### src/rtl/serial_add_ctrl.sv
// Purpose : bit-serial add/subtract sequencer driving one shared external full adder, LSB first.
// Latency : start accepted at edge E0, done pulses in the cycle after E(WIDTH); ready again at E(WIDTH+1).
// Backpr. : start is taken only while ready=1 and ignored in RUN/DONE; no stall once a run begins.
//
// Ports:
//   clk, rst_n            clock, asynchronous active-low reset
//   start, sub, a, b      request handshake, op select (1 = a-b) and operands, sampled on accept
//   ready, busy, done     IDLE / RUN / one-cycle DONE indications (registered-state decode)
//   sum, cout, ovf        last completed result, carry-out (sub: 1 = no borrow), signed overflow
//   fa_a, fa_b, fa_cin    bit operands and carry to the external full adder (0 outside RUN)
//   fa_s, fa_cout         combinational sum and carry returned by the full adder
module serial_add_ctrl #(
  parameter int WIDTH = 8
) (
  input  logic             clk,
  input  logic             rst_n,
  input  logic             start,
  input  logic             sub,
  input  logic [WIDTH-1:0] a,
  input  logic [WIDTH-1:0] b,
  output logic             ready,
  output logic             busy,
  output logic             done,
  output logic [WIDTH-1:0] sum,
  output logic             cout,
  output logic             ovf,
  output logic             fa_a,
  output logic             fa_b,
  output logic             fa_cin,
  input  logic             fa_s,
  input  logic             fa_cout
);

  localparam int CW = (WIDTH > 1) ? $clog2(WIDTH) : 1;
  localparam logic [CW-1:0] CNT_LAST = CW'(WIDTH - 1);

  typedef enum logic [1:0] {
    S_IDLE = 2'd0,
    S_RUN  = 2'd1,
    S_DONE = 2'd2
  } state_t;

  state_t           state_q, state_d;
  logic [WIDTH-1:0] a_sh_q, a_sh_d;
  logic [WIDTH-1:0] b_sh_q, b_sh_d;
  // Only the upper WIDTH-1 bits of the result shifter are kept; the final
  // sum bit comes straight from the full adder in the last cycle.
  logic [WIDTH-2:0] r_sh_q, r_sh_d;
  logic             carry_q, carry_d;
  logic [CW-1:0]    cnt_q, cnt_d;
  logic [WIDTH-1:0] sum_q, sum_d;
  logic             cout_q, cout_d;
  logic             ovf_q, ovf_d;
  logic [WIDTH-1:0] r_next;

  always_ff @(posedge clk or negedge rst_n) begin
    if (!rst_n) begin
      state_q <= S_IDLE;
      a_sh_q  <= '0;
      b_sh_q  <= '0;
      r_sh_q  <= '0;
      carry_q <= 1'b0;
      cnt_q   <= '0;
      sum_q   <= '0;
      cout_q  <= 1'b0;
      ovf_q   <= 1'b0;
    end else begin
      state_q <= state_d;
      a_sh_q  <= a_sh_d;
      b_sh_q  <= b_sh_d;
      r_sh_q  <= r_sh_d;
      carry_q <= carry_d;
      cnt_q   <= cnt_d;
      sum_q   <= sum_d;
      cout_q  <= cout_d;
      ovf_q   <= ovf_d;
    end
  end

  always_comb begin
    state_d = state_q;
    a_sh_d  = a_sh_q;
    b_sh_d  = b_sh_q;
    r_sh_d  = r_sh_q;
    carry_d = carry_q;
    cnt_d   = cnt_q;
    sum_d   = sum_q;
    cout_d  = cout_q;
    ovf_d   = ovf_q;
    // Full result shifter after this cycle's sum bit enters at the MSB.
    r_next  = {fa_s, r_sh_q};

    case (state_q)
      S_IDLE: begin
        if (start) begin
          // Subtract as a + ~b + 1: invert b and seed the carry with 1.
          a_sh_d  = a;
          b_sh_d  = sub ? ~b : b;
          carry_d = sub;
          cnt_d   = '0;
          state_d = S_RUN;
        end
      end
      S_RUN: begin
        a_sh_d  = a_sh_q >> 1;
        b_sh_d  = b_sh_q >> 1;
        r_sh_d  = r_next[WIDTH-1:1];
        carry_d = fa_cout;
        cnt_d   = cnt_q + CW'(1);
        if (cnt_q == CNT_LAST) begin
          sum_d   = r_next;
          cout_d  = fa_cout;
          // Signed overflow: carry into the MSB differs from carry out of it.
          ovf_d   = carry_q ^ fa_cout;
          state_d = S_DONE;
        end
      end
      S_DONE: begin
        state_d = S_IDLE;
      end
      default: begin
        state_d = S_IDLE;
      end
    endcase
  end

  assign ready  = (state_q == S_IDLE);
  assign busy   = (state_q == S_RUN);
  assign done   = (state_q == S_DONE);
  assign sum    = sum_q;
  assign cout   = cout_q;
  assign ovf    = ovf_q;
  assign fa_a   = busy & a_sh_q[0];
  assign fa_b   = busy & b_sh_q[0];
  assign fa_cin = busy & carry_q;

endmodule

### config.mk
export PLATFORM = sky130hd
export DESIGN_NAME = serial_add_ctrl
export DESIGN_NICKNAME = d
export VERILOG_FILES = /design/src/rtl/serial_add_ctrl.sv
export SDC_FILE = /design/constraint.sdc
export NUM_CORES = 1
export LEC_CHECK = 0
export ABC_AREA = 1
export CAP_MARGIN = 20
export CORE_MARGIN = 10
export CORE_UTILIZATION = 54
export CTS_CLUSTER_DIAMETER = 40
export CTS_CLUSTER_SIZE = 28
export DETAILED_ROUTE_END_ITERATION = 6
export GPL_TIMING_DRIVEN = 1
export HOLD_SLACK_MARGIN = 0.15
export PLACE_DENSITY = 0.84
export SETUP_SLACK_MARGIN = 0.02
export SLEW_MARGIN = 5
export SYNTH_ARGS = -nofsm -noshare
export SYNTH_HDL_FRONTEND = slang
export SYNTH_SLANG_ARGS = --single-unit
### constraint.sdc
create_clock -name clk -period 1.9 [get_ports clk]
set_input_delay 0.475 -clock clk [delete_from_list [all_inputs] [get_ports clk]]
set_output_delay 0.475 -clock clk [all_outputs]
set_load 0.005 [all_outputs]
==> flow_metrics.env <==
export IMPL_grt_max_degree=40
export IMPL_antennaDiodeCount=0
export IMPL_vias_per_cell=4.98
export IMPL_synth_top_cell_area_share_pct=53.8
export IMPL_multi_input_area_um2=697
export IMPL_outcome="complete, no violations"
export IMPL_critPathLaunchType="flip-flop"
export IMPL_yosysUniqueCellTypes=16
export IMPL_timing_hold_ws_ps=136
export IMPL_fmax_ghz=0.553
export IMPL_drt_wl_total_mm=3.88
export IMPL_io_pins=38
export IMPL_root_buffer="clkbuf_4"
export IMPL_dpl_hpwl_mm=2.80
export IMPL_ys_ff_latch=39
export IMPL_crit_type="reg -> out"
export IMPL_p_leak_nw=1.19
export IMPL_dp_slack_ps=148
export IMPL_synth_edf_count=0
export IMPL_cts_tree="done"
export IMPL_synth_top_cells_by_count="76 x nand2_1, 43 x nand3_1, 39 x dfrtp_1"
export IMPL_drtIter0Drc=141
export IMPL_drive_above_1_share_pct=12.2
export IMPL_p_total_mw=3.09
export IMPL_cts_path_max_buffers=2
export IMPL_syn_cell_area_um2=1810
export IMPL_antenna_found_initial=0
export IMPL_synth_top_area_cell="dfrtp_1"
export IMPL_end_kind="primary output"
export IMPL_max_cap_violations=0
export IMPL_worst_pin_slew_ps=480
export IMPL_synth_warnings=0
export IMPL_rsz0062_at_grt="false"
export IMPL_arrival_ps=1330
export IMPL_worst_hold_path_type="in -> async"
export IMPL_postRouteAntennaNets=0
export IMPL_r2r_start="state_q[1]"
export IMPL_synth_seq_area_share_pct=53.8
export IMPL_tritoncts_num_buffers=5
export IMPL_hold_violations=0
export IMPL_io_buffers=37
export IMPL_synth_cells=219
export IMPL_r2r_end="sum[1]"
export IMPL_synthToLayoutAreaGrowth_pct=26.8
export IMPL_die_w_um=78.0
export IMPL_powerDensity_nw_per_um2=1340
export IMPL_yosys_top_cells_area="dfrtp_1 54%, nand2_1 16%, nand3_1 12%, inv_1 4.3%, o21ai_2 3.4%"
export IMPL_grt_pass1_wl_mm=6.58
export IMPL_drc=0
export IMPL_syn_avg_cell_area_um2=8.28
export IMPL_grt_overflow_total=0
export IMPL_finalMaxSlewViolations=0
export IMPL_skew_ps=11.5
export IMPL_nNetsFinal=287
export IMPL_grtUsageTotal_pct=13.3
export IMPL_tns_ps=0
export IMPL_async_flop_share_pct=100
export IMPL_fin_ws_ps=91.9
export IMPL_start_util_pct=58.0
export IMPL_core_area_um2=3130
export IMPL_clkLatencyLatePin_ps=360
export IMPL_syn_nets=243
export IMPL_fin_crit_sh_pct=95.2
export IMPL_r2r_cells=7
export IMPL_dieHeight_um=78.0
export IMPL_ir_worst_vdd_mv=0.556
export IMPL_num_fill_cells=255
export IMPL_firstDrtPassIters=4
export IMPL_first_global_vias=1458
export IMPL_die_area_um2=6080
export IMPL_cts_reportedPaths_clkPinSlew_ps=110
export IMPL_regArea_um2=976
export IMPL_dpl_cell_area_um2=2240
export IMPL_synth_most_common_cell="nand2_1"
export IMPL_setup_viol=0
export IMPL_fin_area_um2=2300
export IMPL_rrSetupSlack_ps=270
export IMPL_cp_max_fo=2
export IMPL_fin_crit_ps=1810
export IMPL_place_congestion=0.781
export IMPL_relSlewSlack_pct=68.0
export IMPL_via_count=1530
export IMPL_h_tree_depth=2
export IMPL_synth_flop_cell="dfrtp_1"
export IMPL_required_ps=1420
export IMPL_wl_per_cell_um=12.6
export IMPL_rows=20
export IMPL_cts_sinks=39
[per-layer routing]
layer / vias up / wire, um / global-route usage (%)
met3: 5 / 274 / 6.22
met1: 704 / 1630 / 14.8
met5: - / 0 / 0
met2: 36 / 1910 / 21.6
li1: 785 / - / -
met4: 0 / 57 / 5.56
[cell families (layout without fill, tap and decap cells)]
| logic type | after synthesis | count (layout) | synth area share [%] |
|---|---|---|---|
| simple gates | 128 | 128 | 30.1 |
| flops | 39 | 39 | 53.8 |
| buf+inv | 32 | 76 | 7.79 |
| compound gates | 16 | 16 | 5.93 |
| fa+ha+maj | 2 | 2 | 1.38 |
| xor+xnor | 2 | 2 | 0.966 |
[cell usage in the layout, fill, tap and decap left out]
master,n
buf_2,1
nand2_1,76
ha_1,2
clkbuf_8,1
nand3_1,43
inv_1,20
o21ai_2,7
nor2_2,3
o22ai_1,1
clkdlybuf4s50_1,30
xor2_1,2
clkdlybuf4s15_1,1
o21ai_0,8
inv_2,2
buf_4,10
clkbuf_4,5
dfrtp_1,39
nand2_2,2
clkinv_2,1
dlygate4sd2_1,5
nor2_1,4
[metrics by stage]
stage | std cells | util [%]
6_report | 307 | 73.6
5_1_grt | 307 | 73.6
4_1_cts | 307 | 73.5
3_5_place_dp | 299 | 71.7
3_3_place_gp | 299 | 71.7
2_1_floorplan | 219 | -
[sequential cells by signal, indices dropped and copies added, names as in the netlist]
signal and count:
cnt_q 3, a_sh_q 8, b_sh_q 8, state_q 2
cout 1, r_sh_q 7, carry_q 1, sum 8
ovf 1
[power breakdown]
| part | switching (mW) | internal, mW |
|---|---|---|
| clock | 0.263 | 0.171 |
| combinational | 0.680 | 0.608 |
| sequential | 0.191 | 1.18 |
[repair_timing]
action | CTS | global route
gates resized for setup | 7 | 1
buffers inserted | 1 | 0
hold buffers | 0 | 0
endpoints found under the setup margin | 6 | 1
[final cells by class]
class | count | area share (%)
sequential | 39 | 42.4
inverter | 22 | 3.59
clock buffer | 6 | 2.23
clock inverter | 1 | 0.218
timing repair buffer | 47 | 18.9
tap | 44 | 2.39
multi-input combinational | 148 | 30.3
[worst max-delay path by stage]
stage                     slack (ps)   end        from  cells after the start
after floorplan                  530  fa_a  state_q[1]                      4
after global placement           200  fa_a  state_q[1]                      4
after detailed placement         150  fa_b  state_q[1]                      4
after CTS                         80  fa_b  state_q[1]                      4
after global routing              30  fa_b  state_q[1]                      4
final                             90  busy  state_q[1]                      3
[critical path, stage by stage, from the launching register on]
cell and delay [ps]:
dfrtp_1 420, buf_4 150, nor2_2 140, dlygate4sd2_1 260
No activity file was read; power rests on OpenSTA's default activity.
